[src/rtl/rtc_bus_arbiter.sv]
// -----------------------------------------------------------------------------
// rtc_bus_arbiter
//
// Purpose:
//   Owns the RTC multiplexed address/data bus and shares it between N_REQ
//   requesters. Requester 0 is the init FSM. An idle arbiter grants one
//   requester in round-robin order. It then runs a complete two-phase bus
//   cycle for that requester:
//     ADDR -> ADDR_GAP -> DATA -> DATA_GAP
//   A one-cycle done pulse goes to the owner at the end of the bus cycle.
//   Every output is registered.
//
// Ports:
//   clk_i      clock, rising edge
//   reset      synchronous, active-high reset
//   req        per-requester request, held until the matching done bit
//   req_we     per-requester direction: 1 = write, 0 = read
//   req_addr   per-requester RTC register address, slice [8i+7:8i]
//   req_wdata  per-requester write data, slice [8i+7:8i]
//   grant      one-hot owner of the current bus cycle
//   done       one-hot, one-cycle pulse at the end of the owner's cycle
//   rdata      data captured in the last read cycle, valid with done
//   busy       high while a bus cycle is in progress
//   ad_out     value driven onto the AD bus
//   ad_oe      1 = drive the AD bus from ad_out, 0 = tristate
//   ad_in      sampled AD bus value
//   a_d        0 = address phase, 1 = data phase
//   rd_n       RTC read strobe, active low
//   wr_n       RTC write strobe, active low
//   cs_n       RTC chip select, active low
// -----------------------------------------------------------------------------
module rtc_bus_arbiter #(
  parameter int N_REQ    = 3,
  parameter int T_STROBE = 7,
  parameter int T_GAP    = 7
) (
  input  logic               clk_i,
  input  logic               reset,
  input  logic [N_REQ-1:0]   req,
  input  logic [N_REQ-1:0]   req_we,
  input  logic [8*N_REQ-1:0] req_addr,
  input  logic [8*N_REQ-1:0] req_wdata,
  output logic [N_REQ-1:0]   grant,
  output logic [N_REQ-1:0]   done,
  output logic [7:0]         rdata,
  output logic               busy,
  output logic [7:0]         ad_out,
  output logic               ad_oe,
  input  logic [7:0]         ad_in,
  output logic               a_d,
  output logic               rd_n,
  output logic               wr_n,
  output logic               cs_n
);

  localparam int PTR_W = (N_REQ > 1) ? $clog2(N_REQ) : 1;
  localparam int T_MAX = (T_STROBE > T_GAP) ? T_STROBE : T_GAP;
  localparam int CNT_W = (T_MAX > 1) ? $clog2(T_MAX) : 1;

  localparam logic [CNT_W-1:0] STROBE_LOAD = CNT_W'(T_STROBE - 1);
  localparam logic [CNT_W-1:0] GAP_LOAD    = CNT_W'(T_GAP - 1);

  localparam logic [2:0] S_IDLE     = 3'd0;
  localparam logic [2:0] S_ADDR     = 3'd1;
  localparam logic [2:0] S_ADDR_GAP = 3'd2;
  localparam logic [2:0] S_DATA     = 3'd3;
  localparam logic [2:0] S_DATA_GAP = 3'd4;

  logic [2:0]       r_state;
  logic [CNT_W-1:0] r_cnt;
  logic [PTR_W-1:0] r_ptr;
  logic             r_we;
  logic [7:0]       r_wdata;

  logic [N_REQ-1:0] r_grant;
  logic [N_REQ-1:0] r_done;
  logic [7:0]       r_rdata;
  logic             r_busy;
  logic [7:0]       r_ad_out;
  logic             r_ad_oe;
  logic             r_a_d;
  logic             r_rd_n;
  logic             r_wr_n;
  logic             r_cs_n;

  logic             w_any;
  logic [PTR_W-1:0] w_winner;
  logic [N_REQ-1:0] w_onehot;
  logic             w_sel_we;
  logic [7:0]       w_sel_addr;
  logic [7:0]       w_sel_wdata;
  logic             w_cnt_zero;

  // Round-robin search. It starts at pointer+1 and walks upward, wrapping
  // past N_REQ-1. The first request found wins.
  // NOTE: every always_comb output gets a default first. Without the
  // defaults, a path that leaves one unassigned infers a latch.
  always_comb begin
    w_any       = 1'b0;
    w_winner    = '0;
    w_onehot    = '0;
    w_sel_we    = 1'b0;
    w_sel_addr  = '0;
    w_sel_wdata = '0;
    for (int k = 1; k <= N_REQ; k++) begin : g_search
      int idx;
      idx = (int'(r_ptr) + k) % N_REQ;
      if (!w_any && req[idx]) begin
        w_any         = 1'b1;
        w_winner      = PTR_W'(idx);
        w_onehot[idx] = 1'b1;
        w_sel_we      = req_we[idx];
        w_sel_addr    = req_addr[8*idx +: 8];
        w_sel_wdata   = req_wdata[8*idx +: 8];
      end
    end
  end

  assign w_cnt_zero = (r_cnt == '0);

  // NOTE: sequential state uses non-blocking assignments only. Then every
  // register samples pre-edge values and the outputs update together.
  always_ff @(posedge clk_i) begin
    if (reset) begin
      r_state  <= S_IDLE;
      r_cnt    <= '0;
      r_ptr    <= PTR_W'(N_REQ - 1);
      r_we     <= 1'b0;
      r_wdata  <= '0;
      r_grant  <= '0;
      r_done   <= '0;
      r_rdata  <= '0;
      r_busy   <= 1'b0;
      r_ad_out <= '0;
      r_ad_oe  <= 1'b0;
      r_a_d    <= 1'b1;
      r_rd_n   <= 1'b1;
      r_wr_n   <= 1'b1;
      r_cs_n   <= 1'b1;
    end else begin
      r_done <= '0;
      case (r_state)
        S_IDLE: begin
          if (w_any) begin
            r_grant  <= w_onehot;
            r_busy   <= 1'b1;
            r_ptr    <= w_winner;
            r_we     <= w_sel_we;
            r_wdata  <= w_sel_wdata;
            // The address phase starts on the grant edge. Address latching
            // uses WR# as its strobe.
            r_ad_out <= w_sel_addr;
            r_ad_oe  <= 1'b1;
            r_a_d    <= 1'b0;
            r_cs_n   <= 1'b0;
            r_wr_n   <= 1'b0;
            r_rd_n   <= 1'b1;
            r_cnt    <= STROBE_LOAD;
            r_state  <= S_ADDR;
          end
        end
        S_ADDR: begin
          if (w_cnt_zero) begin
            r_cs_n  <= 1'b1;
            r_wr_n  <= 1'b1;
            r_rd_n  <= 1'b1;
            r_cnt   <= GAP_LOAD;
            r_state <= S_ADDR_GAP;
          end else begin
            r_cnt <= r_cnt - 1'b1;
          end
        end
        S_ADDR_GAP: begin
          if (w_cnt_zero) begin
            r_a_d  <= 1'b1;
            r_cs_n <= 1'b0;
            if (r_we) begin
              r_ad_out <= r_wdata;
              r_ad_oe  <= 1'b1;
              r_wr_n   <= 1'b0;
            end else begin
              // The RTC drives the bus during a read, so release it.
              r_ad_oe <= 1'b0;
              r_rd_n  <= 1'b0;
            end
            r_cnt   <= STROBE_LOAD;
            r_state <= S_DATA;
          end else begin
            r_cnt <= r_cnt - 1'b1;
          end
        end
        S_DATA: begin
          if (w_cnt_zero) begin
            // Capture on the final RD# cycle, while the RTC is still driving.
            if (!r_we) begin
              r_rdata <= ad_in;
            end
            r_cs_n  <= 1'b1;
            r_wr_n  <= 1'b1;
            r_rd_n  <= 1'b1;
            r_ad_oe <= r_we;
            r_cnt   <= GAP_LOAD;
            r_state <= S_DATA_GAP;
          end else begin
            r_cnt <= r_cnt - 1'b1;
          end
        end
        S_DATA_GAP: begin
          if (w_cnt_zero) begin
            r_done  <= r_grant;
            r_grant <= '0;
            r_busy  <= 1'b0;
            r_ad_oe <= 1'b0;
            r_a_d   <= 1'b1;
            r_state <= S_IDLE;
          end else begin
            r_cnt <= r_cnt - 1'b1;
          end
        end
        default: begin
          r_state <= S_IDLE;
        end
      endcase
    end
  end

  assign grant  = r_grant;
  assign done   = r_done;
  assign rdata  = r_rdata;
  assign busy   = r_busy;
  assign ad_out = r_ad_out;
  assign ad_oe  = r_ad_oe;
  assign a_d    = r_a_d;
  assign rd_n   = r_rd_n;
  assign wr_n   = r_wr_n;
  assign cs_n   = r_cs_n;

endmodule

[config.mk]
export PLATFORM = sky130hd
export DESIGN_NAME = rtc_bus_arbiter
export DESIGN_NICKNAME = d
export VERILOG_FILES = /design/src/rtl/rtc_bus_arbiter.sv
export SDC_FILE = /design/constraint.sdc
export NUM_CORES = 1
export LEC_CHECK = 0
export ABC_AREA = 1
export CORE_MARGIN = 2
export CORE_UTILIZATION = 50
export DETAILED_ROUTE_END_ITERATION = 10
export MAX_ROUTING_LAYER = met4
export PLACE_DENSITY_LB_ADDON = 0.05
export SLEW_MARGIN = 15
export SYNTH_ARGS = -nofsm -noshare
export SYNTH_HDL_FRONTEND = slang
export SYNTH_SLANG_ARGS = --single-unit
[constraint.sdc]
create_clock -name clk_i -period 3.5 [get_ports clk_i]
set_clock_uncertainty 0.1 [all_clocks]
set_input_delay 0.35 -clock clk_i [delete_from_list [all_inputs] [get_ports clk_i]]
set_output_delay 0.35 -clock clk_i [all_outputs]
set_load 0.1 [all_outputs]
# == After elaboration in Yosys (flattened, before gate mapping) ==
# Cells that the tools add are included.
# totals
regBits,45
input_bits,64
# classes
add_sub_neg,4
div_mod_pow,3
order_cmp,6
eq_ne,14
shift,6
muxes,75
bitwise_logic,5
n_reduce_logical,30
# op_table
cell,n
$shiftx 24x32->8,6
$ge 32x1->1 const B,3
$lt 32x4->1 const B,3
$mod 32x3->32 const B,3
$mux 8,9
$mux 3,12
$mux 1,32
$reduce_and 5->1,4
$ne 2x2->1 const B,8
$pmux 8 s2,1
$pmux 3 s5,1
$bmux 1 s2,6
$reduce_and 3->1,4
$pmux 1 s3,3
$pmux 3 s3,1
$reduce_and 4->1,2
$add 2x2->3 const B,2
$demux 1 s2,3
$eq 3x2->1 const B,2
$logic_not 3->1,2
$mux 2,3
$or 3x3->3,2
$pmux 3 s2,1
$reduce_bool 2->1,3
other kinds (15),27

# == Longest topological paths before layout ==
# Gate-level depths: netlist (run 1).
# logic_depth
word_depth,14
ltp_mapped,14
ltp_nobuf,13

# == Worst setup path before layout (run 1) ==
# No wires, ideal clock.
# synth_path
path_kind,register to register
from,reg r_ptr[0]
to,reg r_ptr[1]
t_arrival_ns,1.863
required_time_ns,3.266
path_slack_ns,1.403
stages_incl_launch_ff,14
path_buffers,3
period_less_slack_ns,2.097
cell_sequence,dfxtp_1 -> inv_1 -> ha_1 -> buf_4 -> nand2_2 -> nand2_2 -> nand2_4 -> buf_6 -> nand3_2 -> nand2_2 -> inv_4 -> buf_6 -> nand2_1 -> o211ai_1
# synth_between
elab_chain_len,13
word_cells_on_any_way,26
classes_between,3 x add/sub; 3 x div; 15 x mux; 5 x reduce/logical
# synth_rtl
item,line,source
start: declaration,71,logic [PTR_W-1:0] r_ptr;
start signal: assignment,127,r_ptr <= PTR_W'(N_REQ - 1);
start signal: assignment,147,r_ptr <= w_winner;
$add 2x1->3,107,idx = (int'(r_ptr) + k) % N_REQ;
$mod 32x3->32,107,
$bmux 1 s2,108,if (!w_any && req[idx]) begin
$mux 1 (not written as such) (2 in a row),108,
$mux 1,108,
$logic_not 1->1,108,
$logic_and 1x1->1,108,
$mux 1,108,
$logic_not 1->1,108,
$logic_and 1x1->1,108,
$mux 1,108,
$reduce_and 2->1 (no source line),n/a,
# Several ways; a longest one is shown, not always the timed one. The select of a mux whose other input is x is not followed.
# A chain may end at the register's enable or synchronous reset.

# == Final worst setup path (run 1) ==
# layout_path
from,reg r_ptr[0]
to,reg r_wdata[2]
# layout_between
elab_chain_len,13
word_cells_on_any_way,29
classes_between,3 x add/sub; 3 x div; 3 x shift; 15 x mux; 5 x reduce/logical
# layout_rtl
item,line,source
$add 2x1->3,107,
$mod 32x3->32,107,
$bmux 1 s2,108,
$mux 1 (not written as such) (2 in a row),108,
$mux 1,108,
$logic_not 1->1,108,
$logic_and 1x1->1,108,
$mux 1,108,
$logic_not 1->1,108,
$logic_and 1x1->1,108,
$mux 1,108,
$reduce_and 2->1 (no source line),n/a,
end signal: assignment,149,r_wdata <= w_sel_wdata;
end: declaration,73,logic [7:0] r_wdata;
# Several ways; a longest one is shown, not always the timed one. The select of a mux whose other input is x is not followed.

==> results of run 1 <==
## final timing paths
check	to	slack [ns]
worst max-delay path	r_wdata[2]$_SDFFE_PP0P_	0.71
worst min-delay path	done[1]$_SDFF_PP0_	0.34
worst max register to register	r_wdata[2]$_SDFFE_PP0P_	0.71
worst min register to register	done[1]$_SDFF_PP0_	0.34
## worst min-delay path: cells and delay by family, from the launching register on
family                 cells  cell delay [ns]
buffers and inverters      1             0.05
DFF                        1             0.33
and+or+nand+nor            1             0.04
## through the flow
| stage | cells | utilization [%] | power, mW | setup slack (ns) |
|---|---|---|---|---|
| final | 850 | 63.83 | 5.108 | 0.7061 |
| after global routing | 850 | 63.83 | 5.585 | 0.3860 |
| after CTS | 850 | 63.83 | 5.079 | 0.6882 |
| after detailed placement | 842 | 62.66 | 4.738 | 0.7048 |
| after global placement | 842 | 62.66 | 4.695 | 0.8203 |
| after floorplan | 680 | - | 3.979 | 1.403 |
## final cells by class
type / instances / area [um^2]
clock buffer: 5 / 68.82
clock inverter: 3 / 21.27
fill: 761 / 2780
inverter: 86 / 325.3
multi-input combinational: 509 / 2485
sequential: 45 / 900.9
tap: 102 / 127.6
timing repair buffer: 100 / 978.4
## power by group
group	internal [mW]	switching [mW]	total, mW
Clock	0.142	0.189	0.331
Sequential	0.694	0.116	0.811
Combinational	1.16	2.81	3.97
## sequential cells by signal, indices dropped and copies added (netlist names)
register	count
cs_n	1
ad_oe	1
grant	3
r_wdata	8
ad_out	8
done	3
rdata	8
r_cnt	3
a_d	1
rd_n	1
r_ptr	2
busy	1
wr_n	1
r_state	3
r_we	1
## metal layers
layer / up-vias / GRT usage, % / wire length, um
met1: 2135 / 37.73 / 5127
met4: 0 / 9.436 / 258
met2: 215 / 46.05 / 5523
met5: - / - / 0
li1: 2353 / - / -
met3: 29 / 4.312 / 985
## Yosys cell counts
| cell type | number |
|---|---|
| o21a_1 | 1 |
| inv_4 | 1 |
| inv_2 | 2 |
| o211ai_1 | 18 |
| nand4_1 | 6 |
| nand2_2 | 6 |
| o21ai_0 | 67 |
| nor3_1 | 3 |
| buf_1 | 2 |
| clkbuf_1 | 15 |
| buf_6 | 6 |
| a211oi_1 | 1 |
| nand3b_1 | 1 |
| nand2_4 | 2 |
| nor2_1 | 70 |
| nor2_4 | 1 |
| a211o_1 | 1 |
| clkinv_1 | 1 |
| nand4_4 | 1 |
| a21boi_0 | 1 |
| o221ai_1 | 1 |
| nand3_1 | 57 |
| buf_2 | 14 |
| dfxtp_1 | 45 |
| nand2_1 | 171 |
| nor2_2 | 4 |
| ha_1 | 11 |
| o22ai_1 | 14 |
| o21ai_1 | 4 |
| nand3_2 | 2 |
| inv_1 | 82 |
| a21oi_1 | 65 |
| buf_4 | 3 |
| a21oi_4 | 1 |
## kinds of logic after synthesis
logic type               count (synthesis)
AND/OR/NAND/NOR                        324
AO/OA/AOI/OAI                          174
buffers and inverters                  126
flip-flops                              45
adder cells (fa/ha/maj)                 11
==> results_dict.tcl, run 1 <==
set metrics [dict create \
    status "finished clean" \
    r2r_start "r_ptr[0]$_SDFFE_PP0P_" \
    p_per_area_nw_per_um2 1041 \
    hold_buffers 0 \
    crit_type "flop to flop" \
    r2r_cells 12 \
    clk_pin_slew_ns 0.09 \
    peakVddDrop_mv 1.024 \
    yosys-top-cells-area "dfxtp_1 23%, nand2_1 16%, o21ai_0 8.5%" \
    cp_slowest_stage_delay_ns 0.42 \
    drive_gt1_share_pct 4.947 \
    path_max_fanout 30 \
    maxSlewViolCount 0 \
    final.min_clock_period_ns 2.794 \
    dpl_cell_area_um2 4817 \
    hold_ws_ns 0.3448 \
    setup_viol 0 \
    globalplace.congestion 0.9123 \
    synth_largest_area_cell "dfxtp_1" \
    cts_tree "yes" \
    cts_setup_buffers 0 \
    ctsLongestPathBuffers 2 \
    hp-start "grant[1]$_SDFFE_PP0P_" \
    ys_seq_area_share_pct 22.89 \
    critPathRequiredTime_ns 3.64 \
    drc 0 \
    yosysWarnings 0 \
    routed_wirelength_mm 11.89 \
    dr.first_iter.drc_count 400 \
    synth_top_area_share_pct 22.89 \
    fp.dieW_um 92.72 \
    final_cell_mix "171 x nand2_1, 91 x clkdlybuf4s50_1, 82 x inv_1" \
    path_delay_family "simple AND/OR/NAND/NOR gates" \
    fin_tns_setup_ns 0 \
    grt_pass1_wl_mm 19.89 \
    cts_max_level 2 \
    crit_start "r_ptr[0]$_SDFFE_PP0P_" \
    crit_arrival_ns 2.94 \
    io_pins 92 \
    nets 822 \
    grt_pass1_vias 4329 \
    drtAntennaViolNets 0 \
    antenna_found_initial 0 \
    tightest_slew_ns 0.9938 \
    synth_compound_area_share_pct 24.39 \
    endpoint_kind "flop" \
    overflow 0 \
    rows 32 \
    drt_first_pass_iters 5 \
    finalCritPeriodShare_pct 79.83 \
    slowest_stage "dfxtp_1" \
    cp-start-kind "flop" \
    numCtsBuffers 5 \
    cts-root-buf "clkbuf_8" \
    maxSlewHeadroom_pct 33.54 \
    cts_resized 0 \
    dieArea_um2 8596 \
    clkLatencyLatePin_ns 0.30 \
    vias_per_cell 5.567 \
    syn_area_um2 3935 \
    synth-simple-area-share_pct 35.26 \
    cp_num_cells 12 \
    min_path_cells 2 \
    synth.distinct_cells 34 \
    core_area_um2 7687 \
    grt_max_degree 48 \
    fmax_mhz 357.9 \
    syn-num-nets 755 \
    synth.area.mux_share_pct 0 \
    path_buf_inv 2 \
    p_leak_nw 2.179 \
    cts_sinks 45 \
    port_buffers 91 \
    drt-wirelength-per-cell_um 13.99 \
    vias 4732 \
    die_h_um 92.72 \
    crit_top_cell "nand2_1" \
    syn_area_per_cell_um2 5.787 \
    postSynthCellCount 680 \
    area_growth_pct 24.71 \
    min-delay-path-class "flop to flop" \
    start_util_pct 51.19 \
    final_common_cell "nand2_1" \
    path_cells "inv_1, ha_1, buf_4, nor2_2, nand2_1, nand2_4, nand2_2, nor2_2, nand2_1, nand3_1, nand2_1, a21oi_1" \
    synth-xor-area-share_pct 0 \
    grt_usage_pct 28.84 \
    n_antenna_cell 0 \
    synth_fa_ha_area_share_pct 3.498 \
    synth_seq_cells 45 \
    hpwl_mm 8.766 \
    synth_top_family_by_area "simple AND/OR/NAND/NOR gates" \
    fin_area_um2 4907 \
    rsz0062_at_grt "false" \
    finalHoldViolations 0 \
    maxCapViolations 0 \
]
Note: power is estimated with default switching activity, not from simulation.
==> run 2: changes to the inputs <==
Settings changed: CORE_UTILIZATION 50 to 46.
Clock period 3.5 ns to 2.5 ns, I/O delays scaled along.
==> run 2 against run 1 <==
Net effect:
- maximum frequency increased by 18%
- worst setup slack got worse by 0.56 ns
- global-route usage down 1.4 points
- non-clock buffer count is 11 higher
- routed wire length increased by 4.5%
- first-iteration DRC count is 8.3% lower
- critical path depth unchanged
- hold slack better by 0.012 ns
- register-to-register slack got worse by 0.56 ns
- combinational power up 46%
- sequential share of layout area fell by 0.37 points
==> results_dict.tcl, run 2 (synthesized netlist as in run 1, its figures left out) <==
set metrics [dict create \
    cts_resized 1 \
    die_h_um 96.49 \
    p_leak_nw 2.296 \
    fmax_mhz 424.1 \
    area_growth_pct 27.25 \
    drive_gt1_share_pct 10.41 \
    crit_type "flop to flop" \
    path_cells "buf_4, ha_1, inv_1, nand2_1, nor2_2, inv_1, nand2_1, nand3_1, buf_4, o21ai_1, nand2_1, a21oi_1" \
    dr.first_iter.drc_count 367 \
    crit_top_cell "nand2_1" \
    min-delay-path-class "flop to flop" \
    crit_arrival_ns 2.49 \
    r2r_slack_ns 0.14 \
    power.total_mw 7.584 \
    grt_pass1_vias 4223 \
    io_pins 92 \
    maxCapViolations 0 \
    rows 33 \
    fin_tns_setup_ns 0 \
    slowest_stage "dfxtp_1" \
    dpl_cell_area_um2 4846 \
    routed_wirelength_mm 12.43 \
    finalNonFillerCells 864 \
    finalHoldViolations 0 \
    hold_buffers 0 \
    final_cell_mix "171 x nand2_1, 81 x inv_1, 70 x nor2_1" \
    finalCritPeriodShare_pct 94.32 \
    cts_sinks 45 \
    grt_max_degree 48 \
    fillCellCount 818 \
    overflow 0 \
    n_antenna_cell 0 \
    cts_tree "yes" \
    antenna_found_initial 0 \
    start_util_pct 47.65 \
    ctsLongestPathBuffers 2 \
    final.min_clock_period_ns 2.358 \
    vias_per_cell 5.502 \
    clk_pin_slew_ns 0.09 \
    peakVddDrop_mv 1.106 \
    dieArea_um2 9310 \
    nets 833 \
    vias 4754 \
    globalplace.congestion 1.017 \
    drc 0 \
    cts-root-buf "clkbuf_8" \
    drtAntennaViolNets 0 \
    drt_first_pass_iters 5 \
    core_area_um2 8258 \
    fp.dieW_um 96.49 \
    hold_ws_ns 0.3569 \
    cts_max_level 2 \
    numCtsBuffers 5 \
    path_max_fanout 11 \
    hpwl_mm 9.284 \
    cts_setup_buffers 0 \
    tightest_slew_ns 0.5947 \
    p_per_area_nw_per_um2 1515 \
    clkLatencyLatePin_ns 0.30 \
    maxSlewViolCount 0 \
    critPathRequiredTime_ns 2.63 \
    path_delay_family "buffers and inverters" \
    fin_area_um2 5007 \
    final_common_cell "nand2_1" \
    port_buffers 91 \
    grt_usage_pct 27.46 \
    cp-start-kind "flop" \
    path_buf_inv 4 \
    cp_slowest_stage_delay_ns 0.32 \
    rsz0062_at_grt "false" \
    status "finished clean" \
    drt-wirelength-per-cell_um 14.39 \
    dp_cells 856 \
    grt_pass1_wl_mm 19.66 \
    maxSlewHeadroom_pct 60.26 \
    setup_viol 0 \
    endpoint_kind "flop" \
]
run 2: worst register-to-register path, cell delays in order (launching register included):
cell and delay (ns):
dfxtp_1 0.32, buf_4 0.15, ha_1 0.23, inv_1 0.22, nand2_1 0.15, nor2_2 0.21, inv_1 0.07, nand2_1 0.07
nand3_1 0.14, buf_4 0.23, o21ai_1 0.20, nand2_1 0.08, a21oi_1 0.13
run 2: metrics by stage:
stage	worst slack (ns)	utilization, %
4_1_cts	0.03331	60.41
3_5_place_dp	-0.03036	58.68
6_report	0.1420	60.64
5_1_grt	0.003388	60.64
3_3_place_gp	0.07023	58.68
2_1_floorplan	0.4032	-
run 2: path summary, 6_finish.rpt:
path,end,cells past startpoint,from
max,grant[2]$_SDFFE_PP0P_,12,r_ptr[0]$_SDFFE_PP0P_
min reg2reg,done[0]$_SDFF_PP0_,2,grant[0]$_SDFFE_PP0P_
min,done[0]$_SDFF_PP0_,2,grant[0]$_SDFFE_PP0P_
max reg2reg,grant[2]$_SDFFE_PP0P_,12,r_ptr[0]$_SDFFE_PP0P_
run 2: layout make-up:
cell class,count,area (um^2),share of cell area (%)
Clock buffer,5,68.82,1.374
Clock inverter,3,68.82,1.374
Inverter,86,329.1,6.572
Multi-Input combinational cell,509,2505,50.02
Sequential cell,45,900.9,17.99
Tap cell,105,131.4,2.624
Timing Repair Buffer,111,1003,20.04
run 2: routing by layer:
metal  GRT usage (%)  share of wire [%]  vias up
met5               -                  0        -
met4           8.216                1.7        0
met3           4.034                7.8       25
met2           45.72                 48      214
met1           34.62                 42     2147
li1                -                  -     2368
run 2: report_power, final:
group / total, mW / internal (mW) / switching (mW)
Clock: 0.660 / 0.402 / 0.257
Combinational: 5.80 / 1.76 / 4.04
Sequential: 1.13 / 0.972 / 0.156
==> run 3: changes to the inputs <==
Settings changed: CAP_MARGIN set to 20.
==> results of run 3 <==
No change in the layout: final DEF, timing and power equal those of run 2.
